## config.mk

```make
export PLATFORM = sky130hd
export DESIGN_NAME = fpga_itf_arbiter
export DESIGN_NICKNAME = d
export VERILOG_FILES = /design/src/rtl/fpga_itf_pkg.sv /design/src/rtl/fpga_rr_arb2.sv /design/src/rtl/fpga_itf_arbiter.sv
export SDC_FILE = /design/constraint.sdc
export NUM_CORES = 1
export LEC_CHECK = 0
export BUFFER_PORTS_ARGS = -buffer_cell sky130_fd_sc_hd__buf_2
export CAP_MARGIN = 20
export CORE_MARGIN = 4
export CORE_UTILIZATION = 30
export DETAILED_ROUTE_END_ITERATION = 8
export GPL_TIMING_DRIVEN = 0
export HOLD_SLACK_MARGIN = 0.02
export PLACE_DENSITY_LB_ADDON = 0.1
export RECOVER_POWER = 50
export SLEW_MARGIN = 20
export SYNTH_ARGS = -nofsm -noshare
export SYNTH_HDL_FRONTEND = slang
export SYNTH_SLANG_ARGS = --single-unit
```

## constraint.sdc

```tcl
create_clock -name CLK -period 1.4 [get_ports CLK]
set_input_delay 0.21 -clock CLK [delete_from_list [all_inputs] [get_ports CLK]]
set_output_delay 0.21 -clock CLK [all_outputs]
set_load 0.05 [all_outputs]
```

## src/rtl/fpga_itf_pkg.sv

```systemverilog
// Purpose : shared encodings for the ITF byte-transaction arbiter.
// Latency : n/a (constants only).
// Backpress: n/a.
// Contents: FSM state codes (3-bit), op codes, timeout read-data pattern.
package fpga_itf_pkg;

    localparam logic [2:0] ST_IDLE  = 3'd0;
    localparam logic [2:0] ST_LATCH = 3'd1;
    localparam logic [2:0] ST_START = 3'd2;
    localparam logic [2:0] ST_WAIT  = 3'd3;
    localparam logic [2:0] ST_DONE  = 3'd4;

    localparam logic OP_WR = 1'b1;
    localparam logic OP_RD = 1'b0;

    // Returned as read data when a transaction is aborted by timeout.
    localparam logic [7:0] ITF_ERR_DATA = 8'hFF;

endpackage

```

## src/rtl/fpga_rr_arb2.sv

```systemverilog
// Purpose : 2-way round-robin winner pick; the last-served pointer lives in the parent.
// Latency : combinational.
// Backpress: none; the parent samples the result only when it can accept a request.
// Ports   : req_i[1:0] request levels, last_i last-served index,
//           win_o one-hot winner (0 when idle), any_o any request present.
module fpga_rr_arb2 (
    input  logic [1:0] req_i,
    input  logic       last_i,
    output logic [1:0] win_o,
    output logic       any_o
);

    always_comb begin
        win_o = 2'b00;
        case (req_i)
            2'b01:   win_o = 2'b01;
            2'b10:   win_o = 2'b10;
            // On a tie, serve whoever was not served last.
            2'b11:   win_o = last_i ? 2'b01 : 2'b10;
            default: win_o = 2'b00;
        endcase
    end

    assign any_o = |req_i;

endmodule

```

## src/rtl/fpga_itf_arbiter.sv

```systemverilog
// Purpose : grants one ITF byte transaction at a time to host-cmd or auto-poll, launches it,
//           waits for completion or timeout, returns rdata/err with a done pulse.
// Latency : gnt at T+1 after req, start pulse at T+2, done one cycle after completion.
// Backpress: requesters hold req/op/addr/data until gnt; req is sampled only in IDLE.
// Ports   : CLK/rst_n (sync active-low); req/wr/addr_i/wdata_i requester side (byte i = requester i);
//           gnt/done/rdata/err/busy status; addr_byte/data_byte/WriteByteStart/ReadByteStart
//           and itf_w_finish/itf_rd_valid/itf_rdata towards the ITF master.
module fpga_itf_arbiter
    import fpga_itf_pkg::*;
#(
    parameter int TIMEOUT_CYC = 4096
) (
    input  logic        CLK,
    input  logic        rst_n,
    input  logic [1:0]  req,
    input  logic [1:0]  wr,
    input  logic [15:0] addr_i,
    input  logic [15:0] wdata_i,
    output logic [1:0]  gnt,
    output logic [1:0]  done,
    output logic [7:0]  rdata,
    output logic        err,
    output logic        busy,
    output logic [7:0]  addr_byte,
    output logic [7:0]  data_byte,
    output logic        WriteByteStart,
    output logic        ReadByteStart,
    input  logic        itf_w_finish,
    input  logic        itf_rd_valid,
    input  logic [7:0]  itf_rdata
);

    localparam int CNT_W = $clog2(TIMEOUT_CYC);
    localparam logic [CNT_W-1:0] CNT_LAST = CNT_W'(TIMEOUT_CYC - 1);

    logic [2:0]       state_q, state_d;
    logic [1:0]       win_q, win_d;
    logic             ptr_q, ptr_d;
    logic             op_q, op_d;
    logic [7:0]       addr_q, addr_d;
    logic [7:0]       data_q, data_d;
    logic [1:0]       gnt_q, gnt_d;
    logic [1:0]       done_q, done_d;
    logic [7:0]       rdata_q, rdata_d;
    logic             err_q, err_d;
    logic             busy_q, busy_d;
    logic             wstart_q, wstart_d;
    logic             rstart_q, rstart_d;
    logic [CNT_W-1:0] cnt_q, cnt_d;

    logic [1:0] arb_win;
    logic       arb_any;
    logic       sel;

    fpga_rr_arb2 u_rr (
        .req_i  (req),
        .last_i (ptr_q),
        .win_o  (arb_win),
        .any_o  (arb_any)
    );

    // Index of the currently granted requester.
    assign sel = win_q[1];

    always_comb begin
        state_d  = state_q;
        win_d    = win_q;
        ptr_d    = ptr_q;
        op_d     = op_q;
        addr_d   = addr_q;
        data_d   = data_q;
        rdata_d  = rdata_q;
        err_d    = err_q;
        cnt_d    = cnt_q;
        gnt_d    = 2'b00;
        done_d   = 2'b00;
        wstart_d = 1'b0;
        rstart_d = 1'b0;

        case (state_q)
            ST_IDLE: begin
                if (arb_any) begin
                    win_d   = arb_win;
                    // Registered here so the pulse lines up with the LATCH cycle.
                    gnt_d   = arb_win;
                    state_d = ST_LATCH;
                end
            end
            ST_LATCH: begin
                // Requester fields are still held stable while gnt is visible.
                addr_d   = sel ? addr_i[15:8]  : addr_i[7:0];
                data_d   = sel ? wdata_i[15:8] : wdata_i[7:0];
                op_d     = wr[sel];
                ptr_d    = sel;
                err_d    = 1'b0;
                rdata_d  = 8'h00;
                wstart_d = (wr[sel] == OP_WR);
                rstart_d = (wr[sel] == OP_RD);
                state_d  = ST_START;
            end
            ST_START: begin
                cnt_d   = '0;
                state_d = ST_WAIT;
            end
            ST_WAIT: begin
                cnt_d = cnt_q + CNT_W'(1);
                // Completion is checked before timeout so a coincident finish wins.
                if (op_q == OP_WR && itf_w_finish) begin
                    err_d   = 1'b0;
                    done_d  = win_q;
                    state_d = ST_DONE;
                end else if (op_q == OP_RD && itf_rd_valid) begin
                    err_d   = 1'b0;
                    rdata_d = itf_rdata;
                    done_d  = win_q;
                    state_d = ST_DONE;
                end else if (cnt_q == CNT_LAST) begin
                    err_d   = 1'b1;
                    rdata_d = ITF_ERR_DATA;
                    done_d  = win_q;
                    state_d = ST_DONE;
                end
            end
            ST_DONE: begin
                state_d = ST_IDLE;
            end
            default: begin
                state_d = ST_IDLE;
            end
        endcase

        busy_d = (state_d != ST_IDLE);
    end

    always_ff @(posedge CLK) begin
        if (!rst_n) begin
            state_q  <= ST_IDLE;
            win_q    <= 2'b00;
            ptr_q    <= 1'b1;
            op_q     <= OP_RD;
            addr_q   <= 8'h00;
            data_q   <= 8'h00;
            gnt_q    <= 2'b00;
            done_q   <= 2'b00;
            rdata_q  <= 8'h00;
            err_q    <= 1'b0;
            busy_q   <= 1'b0;
            wstart_q <= 1'b0;
            rstart_q <= 1'b0;
            cnt_q    <= '0;
        end else begin
            state_q  <= state_d;
            win_q    <= win_d;
            ptr_q    <= ptr_d;
            op_q     <= op_d;
            addr_q   <= addr_d;
            data_q   <= data_d;
            gnt_q    <= gnt_d;
            done_q   <= done_d;
            rdata_q  <= rdata_d;
            err_q    <= err_d;
            busy_q   <= busy_d;
            wstart_q <= wstart_d;
            rstart_q <= rstart_d;
            cnt_q    <= cnt_d;
        end
    end

    assign gnt            = gnt_q;
    assign done           = done_q;
    assign rdata          = rdata_q;
    assign err            = err_q;
    assign busy           = busy_q;
    assign addr_byte      = addr_q;
    assign data_byte      = data_q;
    assign WriteByteStart = wstart_q;
    assign ReadByteStart  = rstart_q;

endmodule

```

Yosys cells after proc, flatten, opt, wreduce, memory -nomap -nowiden
Index checks and enable logic that the tools add are counted.
{ "totals": {"ff_bits": 51, "input_bits": 48, "out_inout_bits": 32, "word_cells": 64} }
{ "op_classes": {"addsub": 1, "order_cmp": 1, "eq_ne": 10, "n_mux": 23, "bitwise": 2, "reduce_logical": 13} }
{ "op_table": {"columns": ["operator", "n"], "rows": [
  ["$mux W8", 5],
  ["$pmux W12 S2", 1],
  ["$pmux W8 S2", 1],
  ["$add A12 B1 Y12 const B", 1],
  ["$eq A12 B12 Y1 const B", 1],
  ["$mux W3", 4],
  ["$pmux W3 S4", 1],
  ["$mux W2", 4],
  ["$reduce_and A2 Y1", 4],
  ["$eq A3 B2 Y1 const B", 2],
  ["$pmux W2 S3", 1],
  ["$reduce_and A3 Y1", 2],
  ["$mux W1", 5],
  ["$eq A2 B2 Y1 const B", 2],
  ["$ne A4 B4 Y1 const B", 1],
  ["$reduce_bool A2 Y1", 2],
  ["$eq A3 B1 Y1 const B", 1],
  ["$logic_not A3 Y1", 1],
  ["$ne A3 B3 Y1 const B", 1],
  ["$reduce_bool A3 Y1", 1],
  ["$eq A2 B1 Y1 const B", 1],
  ["$logic_and A1 B1 Y1", 2],
  ["$lt A1 B2 Y1 const B", 1],
  ["$ne A2 B2 Y1 const B", 1],
  ["3 further kinds", 4]
]} }

Depth between registers and ports, before layout
Gate-level depths: netlist of the first run.
{ "logic_depth": {"word_depth": 6, "depth_mapped": 6} }

Cells and area by module
From an unflattened synthesis of the first run, not the netlist that was laid out.
{ "unflattened": {"cells_unflattened": 256, "hier_area_um2": 2472.4} }
{ "modules_own_cells": {"columns": ["module", "instances", "cells_per_inst", "area_each_um2", "seq_area_each_um2"], "rows": [
  ["fpga_itf_arbiter", 1, 252, 2447.3, 1021.0],
  ["fpga_rr_arb2", 1, 4, 25.0, 0.0]
]} }

Worst setup path before layout of the first run
OpenSTA, ideal clock, no wires.
{ "synth_path": {"path_kind": "register to register", "start": "register cnt_q[0]", "end": "register done_q[1], in the netlist done[1]", "arrival_ns": 1.446, "required_time_ns": 1.339, "path_slack_ns": -0.107, "path_stages_with_launch": 7, "n_path_buf": 0, "period_less_slack_ns": 1.507, "cell_sequence": "dfxtp_1 ha_1 and4_1 a31oi_4 a211o_1 inv_2 and2_1"} }
{ "synth_between": {"elab_chain_cells": 4} }
{ "synth_rtl": {"columns": ["element", "line", "text"], "rows": [
  ["from (decl)", "fpga_itf_arbiter.sv:49", "logic [CNT_W-1:0] cnt_q, cnt_d;"],
  ["from (signal assigned)", "fpga_itf_arbiter.sv:165", "cnt_q <= cnt_d;"],
  ["$eq A12 B12 Y1", "fpga_itf_arbiter.sv:117", "end else if (cnt_q == CNT_LAST) begin"],
  ["$mux W2", "fpga_itf_arbiter.sv:117", null],
  ["$mux W2", "fpga_itf_arbiter.sv:112", "end else if (op_q == OP_RD && itf_rd_valid) begin"],
  ["$mux W2", "fpga_itf_arbiter.sv:108", "if (op_q == OP_WR && itf_w_finish) begin"],
  ["to (signal assigned)", "fpga_itf_arbiter.sv:159", "done_q <= done_d;"],
  ["to (decl)", "fpga_itf_arbiter.sv:43", "logic [1:0] done_q, done_d;"]
]} }
No other way between the ends.
A chain may end at the register's enable or synchronous reset.

Worst setup path in the final report of the first run
{ "layout_path": {"start": "register cnt_q[0]", "end": "register busy_q, in the netlist busy"} }
{ "layout_between": {"elab_chain_cells": 6} }
{ "layout_rtl": {"columns": ["element", "line", "text"], "rows": [
  ["$eq A12 B12 Y1", "fpga_itf_arbiter.sv:117", null],
  ["$mux W3", "fpga_itf_arbiter.sv:117", null],
  ["$mux W3", "fpga_itf_arbiter.sv:112", null],
  ["$mux W3", "fpga_itf_arbiter.sv:108", null],
  ["$pmux W3 S4", "fpga_itf_arbiter.sv:80", "case (state_q)"],
  ["$reduce_bool A3 Y1", "fpga_itf_arbiter.sv:132", "busy_d = (state_d != ST_IDLE);"],
  ["to (signal assigned)", "fpga_itf_arbiter.sv:162", "busy_q <= busy_d;"],
  ["to (decl)", "fpga_itf_arbiter.sv:46", "logic busy_q, busy_d;"]
]} }
No other way between the ends.

==> impl_metrics.prom, run 1 <==
# TYPE chip_impl_metric gauge
chip_impl_info{name="synth-main-ff-cell",value="dfxtp_1"} 1
chip_impl_metric{name="clock_skew",unit="ns"} 0.006507
chip_impl_metric{name="final_wtd_congestion",unit=""} 0.7437
chip_impl_metric{name="yosysWarnings",unit=""} 0
chip_impl_metric{name="placeableCoreArea",unit="um2"} 7253
chip_impl_metric{name="layout-drive-gt1-share",unit="%"} 35.91
chip_impl_metric{name="required",unit="ns"} 1.63
chip_impl_metric{name="clock_latency",unit="ns"} 0.30
chip_impl_metric{name="gate_count_of_the_mapped_netlist",unit=""} 234
chip_impl_metric{name="ant_nets",unit=""} 0
chip_impl_metric{name="cp.arrival",unit="ns"} 1.64
chip_impl_metric{name="hpwlAfterDp",unit="um"} 4025
chip_impl_metric{name="post_cts_hold_buffer_count",unit=""} 0
chip_impl_metric{name="number_of_distinct_library_cells_after_synthesis",unit=""} 34
chip_impl_metric{name="grt_overflow",unit=""} 0
chip_impl_metric{name="hold_viol",unit=""} 0
chip_impl_metric{name="first_pass_grt_wire_length",unit="um"} 9094
chip_impl_metric{name="final-max-slew-violation-count",unit=""} 0
chip_impl_metric{name="numPortBuffers",unit=""} 78
chip_impl_metric{name="crit_path_max_fanout",unit=""} 4
chip_impl_metric{name="cts_htree_levels",unit=""} 2
chip_impl_metric{name="diodes",unit=""} 0
chip_impl_metric{name="tritoncts_num_sinks",unit=""} 51
chip_impl_metric{name="period_minus_slack",unit="ns"} 1.411
chip_impl_info{name="outcome",value="complete, but fails checks"} 1
chip_impl_metric{name="setup_total_negative_slack",unit="ns"} -0.01454
chip_impl_metric{name="hold_slack",unit="ns"} 0.2064
chip_impl_info{name="startpoint_type",value="register"} 1
chip_impl_metric{name="antenna_found_initial",unit=""} 0
chip_impl_metric{name="area_growth_syn_to_layout",unit="%"} 33.20
chip_impl_metric{name="fp.dieH",unit="um"} 94.16
chip_impl_metric{name="chip_width",unit="um"} 94.16
chip_impl_metric{name="timing.slew.headroom",unit="%"} 68.66
chip_impl_info{name="violations",value="setup timing"} 1
chip_impl_metric{name="largest_net_degree_at_the_start_of_global_routing",unit=""} 16
chip_impl_info{name="grt_setup_unrepaired",value="yes"} 1
chip_impl_metric{name="number_of_enable_type_register_cells_in_the_synthesized_netlist",unit=""} 0
chip_impl_info{name="timing_worst_setup_path_type",value="reg2reg"} 1
chip_impl_metric{name="dpl_worst_slack",unit="ns"} -0.1896
chip_impl_metric{name="setup-violations-final",unit=""} 2
chip_impl_info{name="clock-root-buffer",value="clkbuf_8"} 1
chip_impl_metric{name="synth_area_per_cell",unit="um2"} 9.518
chip_impl_metric{name="routedWlPerCell",unit="um"} 12.92
chip_impl_metric{name="fillerInstances",unit=""} 785
chip_impl_metric{name="routed-via-count",unit=""} 1949
chip_impl_info{name="min-delay-path-class",value="in2reg"} 1
chip_impl_metric{name="fin_ws",unit="ns"} -0.01121
chip_impl_metric{name="grt_pass1_vias",unit=""} 1897
chip_impl_metric{name="cts_inserted_buffers",unit=""} 5
chip_impl_metric{name="synth.net_count",unit=""} 283
chip_impl_metric{name="ctsLongestPathBuffers",unit=""} 2
chip_impl_metric{name="clkPwrFrac",unit="%"} 30.3
chip_impl_metric{name="start_util",unit="%"} 30.71
chip_impl_metric{name="synthArstFlopShare",unit="%"} 0
chip_impl_info{name="critical_path.endpoint_type",value="register"} 1
chip_impl_metric{name="internal-power",unit="mW"} 2.416
chip_impl_metric{name="seq_area_frac_synth",unit="%"} 45.84
chip_impl_metric{name="power.density_cell_area",unit="nW/um2"} 1190
chip_impl_metric{name="vias_per_cell",unit=""} 4.618
chip_impl_metric{name="total_standard_cell_area_after_synthesis",unit="um2"} 2227
chip_impl_metric{name="switching_share",unit="%"} 31.55
chip_impl_metric{name="clkTransAtPathRegs",unit="ns"} 0.09
chip_impl_metric{name="drt_pass1_iterations",unit=""} 4
chip_impl_metric{name="first_iter_violations",unit=""} 33
chip_impl_info{name="netlist.top_cell.by_area",value="dfxtp_1"} 1
chip_impl_metric{name="leakagePower",unit="nW"} 1.409
chip_impl_info{name="leading_cell_types_by_total_area_after_synthesis",value="dfxtp_1 (46%), mux2i_1 (12%), o211a_1 (7.6%)"} 1
chip_impl_metric{name="tightest_pin_transition",unit="ns"} 0.4701
chip_impl_metric{name="synth_seq_cells",unit=""} 51
chip_impl_metric{name="row_count",unit=""} 31
chip_impl_metric{name="floorplan.io_pins",unit=""} 80
chip_impl_metric{name="design.final.nets",unit=""} 371
chip_impl_metric{name="fmaxAchievable",unit="MHz"} 708.6
chip_impl_metric{name="ir_drop_worst_vdd",unit="mV"} 0.4268
chip_impl_metric{name="finalCritPeriodShare",unit="%"} 100.8
chip_impl_metric{name="postRouteWirelength",unit="um"} 5451
chip_impl_metric{name="comb_power_share",unit="%"} 24.1
chip_impl_metric{name="overall_fraction_of_global_route_tracks_in_use",unit="%"} 12.95
chip_impl_metric{name="total_switching_power",unit="mW"} 1.114
chip_impl_metric{name="timing.max_cap.violations",unit=""} 0
chip_impl_metric{name="synth_top_cell_area_share",unit="%"} 45.84
chip_impl_info{name="tritoncts",value="built"} 1
chip_impl_metric{name="pwr-share-seq",unit="%"} 45.5
chip_impl_metric{name="drc",unit=""} 0
chip_impl_metric{name="dieArea",unit="um2"} 8866
worst max-delay path, cell delays in order (launching register included):
cell     delay (ns)
dfxtp_4        0.37
ha_4           0.13
and4_4         0.24
a31oi_4        0.12
a211o_1        0.30
a31oi_1        0.18
area by class of cell:
class	instances	area [um2]	area share, %
multi-input combinational	167	1182	39.86
sequential	51	1032	34.80
timing repair buffer	83	440.4	14.85
tap	99	123.9	4.175
clock buffer	6	82.58	2.784
buffer	13	66.31	2.235
clock inverter	2	35.03	1.181
inverter	1	3.754	0.1265
synthesized netlist by cell type, types with 2 or more instances:
master and number:
o21ai_1 2, nand4_1 4, mux2i_1 26, o21ai_0 9, o211a_1 17, xor2_1 9
nor2_1 16, nand3_1 15, nand2_1 27, nor2b_1 4, dfxtp_1 51, a21boi_1 2
and2_1 5, a21oi_1 2, buf_2 6, a31oi_1 3, and4_1 2, clkbuf_1 8
nor3_1 4, and3_1 4, nand2b_1 5
power groups by stage:
| stage | clock network, mW | logic [mW] | registers, mW |
|---|---|---|---|
| after global routing | 1.16 | 0.929 | 1.62 |
| after floorplan | 0 | 0.330 | 1.90 |
| after CTS | 1.11 | 0.855 | 1.61 |
| after detailed placement | 0 | 0.823 | 1.64 |
| final | 1.07 | 0.852 | 1.61 |
| after global placement | 0 | 0.824 | 1.64 |
cell usage in the layout (no fill, tap or decap), types with 9 or more instances in the layout:
cell / n
buf_2: 52
clkbuf_2: 31
dfxtp_1: 46
mux2i_1: 25
nand2_1: 27
nand3_1: 15
nor2_1: 16
o211a_1: 17
o21ai_0: 9
xor2_1: 9
path summary, 6_finish.rpt:
kind,start,end,slack [ns],depth (start not counted)
worst max-delay path,cnt_q[0]$_SDFFE_PN0P_,busy$_SDFF_PN0_,-0.01,5
worst min-delay path,wr[1],WriteByteStart$_SDFF_PN0_,0.21,3
worst max register to register,cnt_q[0]$_SDFFE_PN0P_,busy$_SDFF_PN0_,-0.01,5
worst min register to register,win_q[0]$_SDFFE_PN0P_,done[0]$_SDFF_PN0_,0.47,1
what timing repair did:
action / in CTS / in global routing
pin swaps: 5 / 3
endpoints found under the setup margin: 42 / 25
buffers inserted: 5 / 0
resized for setup: 10 / 6
registers in the layout, indices dropped and copies added (netlist names):
| name | cells |
|---|---|
| cnt_q | 12 |
| addr_byte | 8 |
| ptr_q | 1 |
| err | 1 |
| WriteByteStart | 1 |
| op_q | 1 |
| ReadByteStart | 1 |
| state_q | 3 |
| gnt | 2 |
| done | 2 |
| win_q | 2 |
| busy | 1 |
| data_byte | 8 |
| rdata | 8 |
metrics by stage:
| stage | cells | instance area [um2] | power [mW] | util (%) |
|---|---|---|---|---|
| detailed placement | 411 | 2759 | 2.464 | 38.04 |
| floorplan | 234 | 2245 | 2.230 | - |
| finish | 422 | 2967 | 3.530 | 40.90 |
| global route | 422 | 2967 | 3.716 | 40.90 |
| CTS | 422 | 2944 | 3.572 | 40.59 |
| global placement | 411 | 2759 | 2.464 | 38.04 |
kinds of logic (layout without fill, tap and decap cells):
family	count (synthesis)	in the layout	synth area share [%]
AOI/OAI and AO/OA	39	39	14.16
DFF	51	51	45.84
xor gates and xnor gates	10	10	3.933
and+or+nand+nor	91	91	20.62
buffers and inverters	16	105	3.202
adders and majority gates	1	1	0.5617
muxes	26	26	11.69
metal layers:
| layer | global-route usage, % | part of all wire [%] | vias to the layer above |
|---|---|---|---|
| met5 | 0 | 0 | - |
| met4 | 3.971 | 1.3 | 0 |
| met3 | 4.087 | 6.3 | 6 |
| met2 | 20.51 | 46 | 50 |
| met1 | 16.76 | 46 | 891 |
| li1 | - | - | 1002 |
Power figures use the tool's default switching activity.
==> inputs of run 2 (changes only) <==
--- a/config.mk
+++ b/config.mk
@@ -13,7 +13,6 @@
 export GPL_TIMING_DRIVEN = 0
 export HOLD_SLACK_MARGIN = 0.02
 export PLACE_DENSITY_LB_ADDON = 0.1
-export RECOVER_POWER = 50
 export SLEW_MARGIN = 20
 export SYNTH_ARGS = -nofsm -noshare
 export SYNTH_HDL_FRONTEND = slang
==> run 2 against run 1 <==
The flow still finishes with violations (setup timing); non-clock buffer count unchanged; global-route usage unchanged; maximum frequency down 0.41%; hold slack about the same; sequential cell count unchanged; clock-buffer cell count unchanged; clock skew about the same; sequential share of layout area unchanged; cell area unchanged; critical path type unchanged; critical endpoint unchanged; highest routed layer unchanged.
==> impl_metrics.prom, run 2 (same netlist as run 1, synthesis figures left out) <==
# TYPE chip_impl_metric gauge
chip_impl_info{name="outcome",value="complete, but fails checks"} 1
chip_impl_info{name="violations",value="setup timing"} 1
chip_impl_info{name="regMostFlops",value="cnt_q"} 1
chip_impl_metric{name="switching_share",unit="%"} 31.49
chip_impl_metric{name="clock_skew",unit="ns"} 0.006424
chip_impl_metric{name="ant_nets",unit=""} 0
chip_impl_metric{name="fmaxAchievable",unit="MHz"} 705.7
chip_impl_metric{name="tritoncts_num_sinks",unit=""} 51
chip_impl_info{name="worst_hold_startpoint",value="wr[0]"} 1
chip_impl_metric{name="chip_width",unit="um"} 94.16
chip_impl_metric{name="fillerInstances",unit=""} 785
chip_impl_metric{name="fp.dieH",unit="um"} 94.16
chip_impl_metric{name="vias_per_cell",unit=""} 4.614
chip_impl_info{name="worstPathCellList",value="ha_4 > and4_4 > a31oi_4 > a211o_1 > a31oi_1"} 1
chip_impl_metric{name="cp.arrival",unit="ns"} 1.65
chip_impl_metric{name="ir_drop_worst_vdd",unit="mV"} 0.4276
chip_impl_metric{name="row_count",unit=""} 31
chip_impl_metric{name="routed-via-count",unit=""} 1947
chip_impl_metric{name="grt_use_met3",unit="%"} 4.087
chip_impl_metric{name="timing.critical_path.slowest_cell_delay",unit="ns"} 0.37
chip_impl_metric{name="cts_htree_levels",unit=""} 2
chip_impl_info{name="tritoncts",value="built"} 1
chip_impl_info{name="critPathLaunch",value="cnt_q[0]$_SDFFE_PN0P_"} 1
chip_impl_metric{name="numPortBuffers",unit=""} 78
chip_impl_info{name="cp_top_family",value="compound AO/OA/AOI/OAI gates"} 1
chip_impl_metric{name="total_switching_power",unit="mW"} 1.112
chip_impl_metric{name="clock_latency",unit="ns"} 0.31
chip_impl_metric{name="critPathBufInv",unit=""} 0
chip_impl_metric{name="grt_pass1_vias",unit=""} 1897
chip_impl_metric{name="leakagePower",unit="nW"} 1.431
chip_impl_metric{name="required",unit="ns"} 1.63
chip_impl_info{name="startpoint_type",value="register"} 1
chip_impl_metric{name="placed_cells_incl_taps",unit=""} 411
chip_impl_info{name="crit-reg2reg-launch",value="cnt_q[0]$_SDFFE_PN0P_"} 1
chip_impl_metric{name="final_cell_count_no_fill",unit=""} 422
chip_impl_metric{name="start_util",unit="%"} 30.71
chip_impl_info{name="gr-max-usage-layer",value="met2"} 1
chip_impl_metric{name="timing.slew.headroom",unit="%"} 68.61
chip_impl_metric{name="overall_fraction_of_global_route_tracks_in_use",unit="%"} 12.95
chip_impl_metric{name="final_wtd_congestion",unit=""} 0.7437
chip_impl_metric{name="ctsLongestPathBuffers",unit=""} 2
chip_impl_metric{name="finalCritPeriodShare",unit="%"} 101.2
chip_impl_metric{name="postRouteWirelength",unit="um"} 5459
chip_impl_info{name="timing_worst_setup_path_type",value="reg2reg"} 1
chip_impl_metric{name="drt_pass1_iterations",unit=""} 4
chip_impl_metric{name="comb_power_share",unit="%"} 24.2
chip_impl_metric{name="diodes",unit=""} 0
chip_impl_metric{name="power",unit="mW"} 3.530
chip_impl_info{name="layout.cells.most_common",value="buf_2"} 1
chip_impl_info{name="critical_path.endpoint_type",value="register"} 1
chip_impl_info{name="clock-root-buffer",value="clkbuf_8"} 1
chip_impl_metric{name="tightest_pin_transition",unit="ns"} 0.4709
chip_impl_metric{name="crit_path_max_fanout",unit=""} 4
chip_impl_metric{name="cts_inserted_buffers",unit=""} 5
chip_impl_metric{name="power.density_cell_area",unit="nW/um2"} 1190
chip_impl_metric{name="first_iter_violations",unit=""} 41
chip_impl_metric{name="dieArea",unit="um2"} 8866
chip_impl_metric{name="grt.met1_usage",unit="%"} 16.76
chip_impl_metric{name="design.final.nets",unit=""} 371
chip_impl_metric{name="hold_viol",unit=""} 0
chip_impl_info{name="grt_setup_unrepaired",value="yes"} 1
chip_impl_metric{name="post_cts_hold_buffer_count",unit=""} 0
chip_impl_metric{name="floorplan.io_pins",unit=""} 80
chip_impl_metric{name="grt_overflow",unit=""} 0
chip_impl_metric{name="pwr-share-seq",unit="%"} 45.5
chip_impl_metric{name="fin_ws",unit="ns"} -0.01696
chip_impl_info{name="final_cell_mix",value="buf_2 (82), dfxtp_1 (46), nand2_1 (27)"} 1
chip_impl_info{name="min-delay-path-class",value="in2reg"} 1
chip_impl_metric{name="internal-power",unit="mW"} 2.419
chip_impl_metric{name="area_growth_syn_to_layout",unit="%"} 33.20
chip_impl_metric{name="period_minus_slack",unit="ns"} 1.417
chip_impl_metric{name="largest_net_degree_at_the_start_of_global_routing",unit=""} 16
chip_impl_metric{name="routedWlPerCell",unit="um"} 12.94
chip_impl_metric{name="final-max-slew-violation-count",unit=""} 0
chip_impl_metric{name="routing_usage_on_met2",unit="%"} 20.51
chip_impl_metric{name="drc",unit=""} 0
chip_impl_metric{name="clkTransAtPathRegs",unit="ns"} 0.09
chip_impl_metric{name="clkPwrFrac",unit="%"} 30.3
chip_impl_metric{name="first_pass_grt_wire_length",unit="um"} 9094
chip_impl_metric{name="antenna_found_initial",unit=""} 0
chip_impl_metric{name="hpwlAfterDp",unit="um"} 4025
chip_impl_metric{name="timing.max_cap.violations",unit=""} 0
chip_impl_metric{name="max_reg_flops",unit=""} 12
chip_impl_info{name="timing.critical_path.slowest_stage_cell",value="dfxtp_4"} 1
chip_impl_metric{name="layout-drive-gt1-share",unit="%"} 35.91
chip_impl_metric{name="setup-violations-final",unit=""} 2
chip_impl_metric{name="placeableCoreArea",unit="um2"} 7253
run 2: changes by cell type in the layout (fill, tap and decap cells not counted):
cell / before / now
buf_2: 52 / 82
clkbuf_2: 31 / 1
run 2: path summary, 6_finish.rpt:
kind	end	slack [ns]	cells after the start
max	busy$_SDFF_PN0_	-0.02	5
min	WriteByteStart$_SDFF_PN0_	0.21	3
max reg2reg	busy$_SDFF_PN0_	-0.02	5
min reg2reg	done[0]$_SDFF_PN0_	0.47	1
run 2: repair_timing:
item / CTS / global route
setup endpoints to repair: 42 / 25
gates resized for setup: 10 / 6
pin swaps: 5 / 3
buffers inserted: 5 / 0
run 2: metrics by stage:
stage / worst slack, ns / instance area (um2) / util [%] / hold WS [ns] / setup TNS [ns]
floorplan: 0.01512 / 2245 / - / 0.4017 / 0
global placement: -0.2088 / 2759 / 38.04 / 0.4393 / -5.887
detailed placement: -0.1896 / 2759 / 38.04 / 0.4433 / -5.280
CTS: -0.03235 / 2944 / 40.59 / 0.2028 / -0.05714
global route: -0.1206 / 2967 / 40.90 / 0.2011 / -1.337
finish: -0.01696 / 2967 / 40.90 / 0.2060 / -0.02082
run 2: final cells by class:
type | count | area (um2) | area share [%]
Timing Repair Buffer | 83 | 440.4 | 14.85
Sequential cell | 51 | 1032 | 34.80
Tap cell | 99 | 123.9 | 4.175
Multi-Input combinational cell | 167 | 1182 | 39.86
Clock buffer | 6 | 82.58 | 2.784
Buffer | 13 | 66.31 | 2.235
Clock inverter | 2 | 35.03 | 1.181
Inverter | 1 | 3.754 | 0.1265
run 2: routing by layer:
| layer | vias to the layer above | wire (um) |
|---|---|---|
| met5 | - | 0 |
| met4 | 0 | 69 |
| met3 | 6 | 345 |
| met2 | 50 | 2529 |
| met1 | 891 | 2515 |
| li1 | 1000 | - |
run 2: worst register-to-register path, stage by stage, from the launching register on:
cell and delay, ns:
dfxtp_4 0.37, ha_4 0.13, and4_4 0.24, a31oi_4 0.12, a211o_1 0.31, a31oi_1 0.18
run 2: power by group through the flow:
stage,logic [mW],registers (mW),clock network [mW]
finish,0.854,1.60,1.07
global route,0.931,1.62,1.16
CTS,0.855,1.61,1.11
detailed placement,0.823,1.64,0
global placement,0.824,1.64,0
floorplan,0.330,1.90,0
